**src/rtl/nibble_serial_adder.sv**
```systemverilog
// Multi-cycle WIDTH-bit adder/subtractor sequencing one external 4-bit ripple slice,
// one nibble per cycle LSB first, with valid/ready handshakes on both sides.
module nibble_serial_adder #(
  parameter int unsigned WIDTH = 16
) (
  input  logic             clk,
  input  logic             rst_n,
  input  logic             in_valid,
  output logic             in_ready,
  input  logic [WIDTH-1:0] op_a,
  input  logic [WIDTH-1:0] op_b,
  input  logic             op_cin,
  input  logic             sub,
  output logic             out_valid,
  input  logic             out_ready,
  output logic [WIDTH-1:0] result,
  output logic             carry_out,
  output logic             overflow,
  output logic [3:0]       add_a,
  output logic [3:0]       add_b,
  output logic             add_cin,
  input  logic [3:0]       add_sum,
  input  logic             add_cout
);

  localparam int unsigned NIBBLES = WIDTH / 4;
  localparam int unsigned IDXW    = (NIBBLES > 1) ? $clog2(NIBBLES) : 1;
  localparam logic [IDXW-1:0] LAST_IDX = IDXW'(NIBBLES - 1);

  typedef enum logic [1:0] {
    IDLE,
    RUN,
    DONE
  } state_t;

  state_t            state_q, state_d;
  logic [WIDTH-1:0]  a_q, a_d;
  logic [WIDTH-1:0]  b_q, b_d;
  logic              carry_q, carry_d;
  logic [IDXW-1:0]   idx_q, idx_d;
  logic [WIDTH-1:0]  result_q, result_d;
  logic              carry_out_q, carry_out_d;
  logic              overflow_q, overflow_d;
  logic              out_valid_q, out_valid_d;
  logic [IDXW+1:0]   nib_base;

  assign nib_base = {idx_q, 2'b00};

  always_ff @(posedge clk or negedge rst_n) begin
    if (!rst_n) begin
      state_q     <= IDLE;
      a_q         <= '0;
      b_q         <= '0;
      carry_q     <= 1'b0;
      idx_q       <= '0;
      result_q    <= '0;
      carry_out_q <= 1'b0;
      overflow_q  <= 1'b0;
      out_valid_q <= 1'b0;
    end else begin
      state_q     <= state_d;
      a_q         <= a_d;
      b_q         <= b_d;
      carry_q     <= carry_d;
      idx_q       <= idx_d;
      result_q    <= result_d;
      carry_out_q <= carry_out_d;
      overflow_q  <= overflow_d;
      out_valid_q <= out_valid_d;
    end
  end

  always_comb begin
    state_d     = state_q;
    a_d         = a_q;
    b_d         = b_q;
    carry_d     = carry_q;
    idx_d       = idx_q;
    result_d    = result_q;
    carry_out_d = carry_out_q;
    overflow_d  = overflow_q;
    out_valid_d = out_valid_q;
    add_a       = '0;
    add_b       = '0;
    add_cin     = 1'b0;

    unique case (state_q)
      IDLE: begin
        if (in_valid) begin
          // Subtraction is folded in here: B is stored inverted with carry-in forced to 1.
          a_d      = op_a;
          b_d      = sub ? ~op_b : op_b;
          carry_d  = sub | op_cin;
          idx_d    = '0;
          result_d = '0;
          state_d  = RUN;
        end
      end
      RUN: begin
        add_a   = a_q[nib_base +: 4];
        add_b   = b_q[nib_base +: 4];
        add_cin = carry_q;
        result_d[nib_base +: 4] = add_sum;
        carry_d = add_cout;
        idx_d   = idx_q + 1'b1;
        if (idx_q == LAST_IDX) begin
          idx_d       = '0;
          state_d     = DONE;
          out_valid_d = 1'b1;
          carry_out_d = add_cout;
          overflow_d  = (a_q[WIDTH-1] == b_q[WIDTH-1]) && (add_sum[3] != a_q[WIDTH-1]);
        end
      end
      DONE: begin
        if (out_ready) begin
          state_d     = IDLE;
          out_valid_d = 1'b0;
        end
      end
      default: state_d = IDLE;
    endcase
  end

  assign in_ready  = (state_q == IDLE);
  assign out_valid = out_valid_q;
  assign result    = result_q;
  assign carry_out = carry_out_q;
  assign overflow  = overflow_q;

endmodule

```
**config.mk**
```make
export PLATFORM = sky130hd
export DESIGN_NAME = nibble_serial_adder
export DESIGN_NICKNAME = d
export VERILOG_FILES = /design/src/rtl/nibble_serial_adder.sv
export SDC_FILE = /design/constraint.sdc
export NUM_CORES = 1
export LEC_CHECK = 0
export CAP_MARGIN = 20
export CORE_MARGIN = 3
export CORE_UTILIZATION = 50
export CTS_CLUSTER_SIZE = 20
export DETAILED_ROUTE_END_ITERATION = 10
export GPL_TIMING_DRIVEN = 1
export PLACE_DENSITY = 0.82
export SLEW_MARGIN = 20
export SYNTH_ARGS = -nofsm -noshare
export SYNTH_HDL_FRONTEND = slang
export SYNTH_SLANG_ARGS = --single-unit
```
**constraint.sdc**
```tcl
create_clock -name clk -period 3.2 [get_ports clk]
set_input_delay 0.32 -clock clk [delete_from_list [all_inputs] [get_ports clk]]
set_output_delay 0.32 -clock clk [all_outputs]
set_load 0.05 [all_outputs]
```
* Word level (Yosys, flattened, before mapping)
Cells that the tools add are included.
Widths: inputs -> output; s select.
** Word-level totals
- Logic and storage cells :: 53
- Register bits after elaboration :: 56
- Input bits :: 43
- Output and inout port bits :: 29
** Operators by class
- Bitwise logic cells :: 2
- Shift-type cells :: 4
- Multiplexer cells :: 19
- Add/sub/neg operators :: 2
- Eq/ne operators :: 8
- Reductions and logical operators :: 9
** Operators with widths (count)
- $mux 16 :: 2
- $pmux 16 s2 :: 1
- $shiftx 16x5->4 :: 2
- $bwmux 16 :: 1
- $not 16->16 :: 1
- $shift 4x6->16 const A :: 1
- $shiftx 4x6->16 :: 1
- $mux 2 :: 5
- $mux 4 :: 2
- $ne 2x2->1 const B :: 3
- $neg 4->6 :: 1
- $pmux 2 s3 :: 1
- $reduce_and 2->1 :: 3
- $reduce_and 3->1 :: 2
- $eq 2x2->1 const B :: 2
- $mux 1 :: 4
- $pmux 1 s2 :: 2
- $pmux 2 s2 :: 1
- $reduce_bool 2->1 :: 2
- $add 2x1->2 const B :: 1
- $eq 2x1->1 const B :: 1
- $logic_not 2->1 :: 1
- $eq 1x1->1 :: 1
- $logic_and 1x1->1 :: 1
- 2 further kinds :: 2

* Longest topological paths before layout
- Depth after elaboration :: 4
- Mapped depth :: 6
- Gate-level depth less buffers :: 5

* Worst setup path after synthesis
OpenSTA, ideal clock, no wires.
- Kind :: reg2reg
- Start point :: reg idx_q[1]
- End point :: reg result_q[10] (netlist: result[10])
- Slack :: 1.400 ns
- Library setup time :: 0.067 ns
- Path buffers :: 1
- Period minus slack after synthesis :: 1.800 ns
- Arrival time :: 1.733 ns
- Stages on the path, launching flop included :: 7
- Cells stage by stage :: dfrtp_1 -> clkbuf_1 -> inv_1 -> ha_1 -> inv_1 -> nor4_4 -> a22o_1
** On the way
- Word-level cells in the longest chain between the ends :: 4
** RTL lines
- from (decl) :: line 40 : logic [IDXW-1:0] idx_q, idx_d;
- from (signal assigned) :: line 65 : idx_q <= idx_d;
- $neg 4->6 (*) :: line 103 : result_d[nib_base +: 4] = add_sum;
- $shiftx 4x6->16 / $shift 4x6->16 (equally long branches) :: line 103
- $bwmux 16 (*) :: line 103
- $pmux 16 s2 (*) :: line 87 : unique case (state_q)
- to (signal assigned) :: line 66 : result_q <= result_d;
- to (decl) :: line 41 : logic [WIDTH-1:0] result_q, result_d;
Every way passes the cells marked *; elsewhere a longest branch is shown, timed or not.
A chain may end at the register's enable or synchronous reset.

* Worst setup path after layout
- Start point :: reg idx_q[0]
- End point :: out add_a[3]
** On the way
- Word-level cells in the longest chain between the ends :: 2
** RTL lines
- $shiftx 16x5->4 :: line 100 : add_a = a_q[nib_base +: 4];
- $mux 4 :: line 87
- to (decl) :: line 19 : output logic [3:0] add_a,
Every way passes these cells.

==> impl_metrics.toml <==
[power]
p_int_mw = 2.14
ir_worst_vdd_uv = 611
pwr-share-clk = 0.126
power.leakage_nw = 1.48
comb_power_share = 0.542
switching_share = 0.440
power_mw = 3.83
p_seq_frac = 0.332
switchingPower_mw = 1.68
cellPowerDensity_mw_per_mm2 = 1060

[sta]
slew_viol_final = 0
hold_ws_ps = 492
worst_slew_pin_slew_ps = 926
finClkSkew_ps = 8.79
hold_viol = 0
max_freq_mhz = 337
maxSlewHeadroom = 0.382
setup_tns_ps = 0
setup_ws_ps = 236
rsz0062_at_grt = "no"
setup_violations = 0
min_period_ps = 2960
finalCritPeriodShare = 0.926

[critical_path]
required_ps = 2880
end_kind = "primary output"
critPathKind = "reg -> out"
critPathLaunchType = "flip-flop"
crit_fanout = 16
worstPathArrival_ps = 2640
worstRegToRegCells = 5

[synthesis]
syn_area_sq_mm = 0.00275
syn-num-nets = 266
synth_edf_count = 0
synth_warnings = 0
synth_compound_area_frac = 0.112
synth_ff_type = "dfrtp_1"
syn_avg_cell_area_sq_um = 12.7
yosysUniqueCellTypes = 30
synthArstFlopShare = 1.00
ys_seq_area_frac = 0.510
synth_top_family_by_area = "multiplexers"
ys_ff_latch = 56
syn_inst = 217
synthXorXnorAreaFrac = 0.0510
synth_mux_area_frac = 0.142
synthAdderAreaFrac = 0.0273
synth_simple_gate_area_frac = 0.114

[die]
die_x_microns = 80.1
num_rows = 26
io_pins = 72
dieHeight_microns = 80.1
initial_utilization = 0.528
dieArea_sq_mm = 0.00642
core_area_sq_mm = 0.00520

[cts]
cts_sinks = 56
htree_levels = 2
cts_tree = "yes"
root_buffer = "clkbuf_8"
cts_setup_buffers = 0
clockBufferDepth = 2
cts.clk_slew.worst_paths_ps = 100
clock_latency_ps = 310
cts_buffers = 5

[route]
drc = 0
drt-total-wl_mm = 5.52
wl_per_cell_microns = 15.4
ant_nets = 0
dr.pass1.iters = 4
vias = 1904
vias_per_cell = 5.32
drtIter0Drc = 105

[global_routing]
track_usage = 0.187
grt_antenna_before_repair = 0
grt_pass1_vias = 1910
gr-total-overflow = 0
grt_pass1_wl_mm = 9.18
grt_start_max_net_pins = 33

[run]
drv_cap = 0

[status]
status = "finished, final reports clean"

[placed_design]
pre_cts_ws_ps = 548
gp_congestion = 0.780
portBuffers = 71
dp_hpwl_mm = 4.02

[worst_hold_path]
hp-class = "reg -> reg"
hold_path_depth = 1

[final_layout]
final_nets = 336
antenna_cells = 0
area_delta_synth_final_pct = 31.1
final_core_util = 0.692
drive_gt1_frac = 0.128
[worst paths after layout]
kind | to | slack [ps] | start
worst max-delay path | add_a[3] | 240 | idx_q[0]$_DFFE_PN0P_
worst min-delay path | a_q[8]$_DFFE_PN0P_ | 490 | a_q[8]$_DFFE_PN0P_
worst max register to register | result[9]$_DFFE_PN0P_ | 970 | idx_q[0]$_DFFE_PN0P_
worst min register to register | a_q[8]$_DFFE_PN0P_ | 490 | a_q[8]$_DFFE_PN0P_
max in group asynchronous | out_valid$_DFFE_PN0P_ | 1870 | rst_n
min in group asynchronous | b_q[8]$_DFFE_PN0P_ | 520 | rst_n
[per-layer routing]
| metal | GRT usage | vias to the layer above | wire length (microns) |
|---|---|---|---|
| li1 | - | 913 | - |
| met1 | 0.252 | 937 | 2490 |
| met2 | 0.300 | 47 | 2710 |
| met3 | 0.0460 | 7 | 256 |
| met4 | 0.0541 | 0 | 71 |
| met5 | 0 | - | 0 |
[stage by stage]
step	instances	instance area, sq um
2_1_floorplan	217	2750
3_3_place_gp	349	3470
3_5_place_dp	349	3470
4_1_cts	358	3600
5_1_grt	358	3600
6_report	358	3600
[sequential cells by signal, indices dropped and copies added, names as in the netlist]
signal / count
carry_q: 1
result: 16
overflow: 1
idx_q: 2
out_valid: 1
a_q: 16
state_q: 2
b_q: 16
carry_out: 1
[placed cells by master (no fill, tap or decap), drive strengths merged, types with 2 or more instances in the layout]
cell type       n
a21o            4
a21oi          19
a22o           16
and2            9
buf             5
clkbuf          6
clkdlybuf4s50  70
dfrtp          56
ha              6
inv             5
mux2           18
mux4            8
nand2           9
nand2b          4
nor2           18
nor4            3
o21ai           2
o22ai           3
o31ai           2
xnor2          16
[worst max-delay path, stage by stage, from the launching register on]
cell and delay, ps:
dfrtp_1 810, mux4_1 650, and2_1 170, clkdlybuf4s50_1 700
[timing repair]
action,CTS,global route
hold endpoints to repair,6,0
hold buffers,1,0
resized for setup,0,0
[synth_stat cells (5+ instances only)]
cell	number	area (sq um)
dfrtp_1	56	1400
a21oi_1	19	95.1
buf_4	5	37.5
inv_1	5	18.8
ha_1	6	75.1
nand2_1	9	33.8
mux4_2	6	135
and2_1	9	56.3
nor2_1	18	67.6
xnor2_1	16	140
a22o_1	16	140
mux2_2	13	146
mux2_1	5	56.3
[logic make-up after synthesis]
| kind of cell | after synthesis |
|---|---|
| xor gates and xnor gates | 16 |
| buffers and inverters | 18 |
| muxes | 26 |
| AOI/OAI and AO/OA | 46 |
| and+or+nand+nor | 49 |
| DFF | 56 |
| adders and majority gates | 6 |
[power by group through the flow]
stage	Clock [mW]	Sequential [mW]	Combinational, mW
finish	0.480	1.27	2.07
global route	0.512	1.32	2.22
CTS	0.489	1.27	2.09
detailed placement	0	1.28	2.08
global placement	0	1.27	2.04
floorplan	0	1.42	1.37
[final cells by class]
cell class | instances | area [sq um]
Fill cell | 394 | 1600
Sequential cell | 56 | 1400
Multi-Input combinational cell | 143 | 1230
Timing Repair Buffer | 76 | 746
Tap cell | 70 | 87.6
Clock buffer | 6 | 82.6
Clock inverter | 2 | 38.8
Inverter | 5 | 18.8
Note: power is estimated with default switching activity, not from simulation.
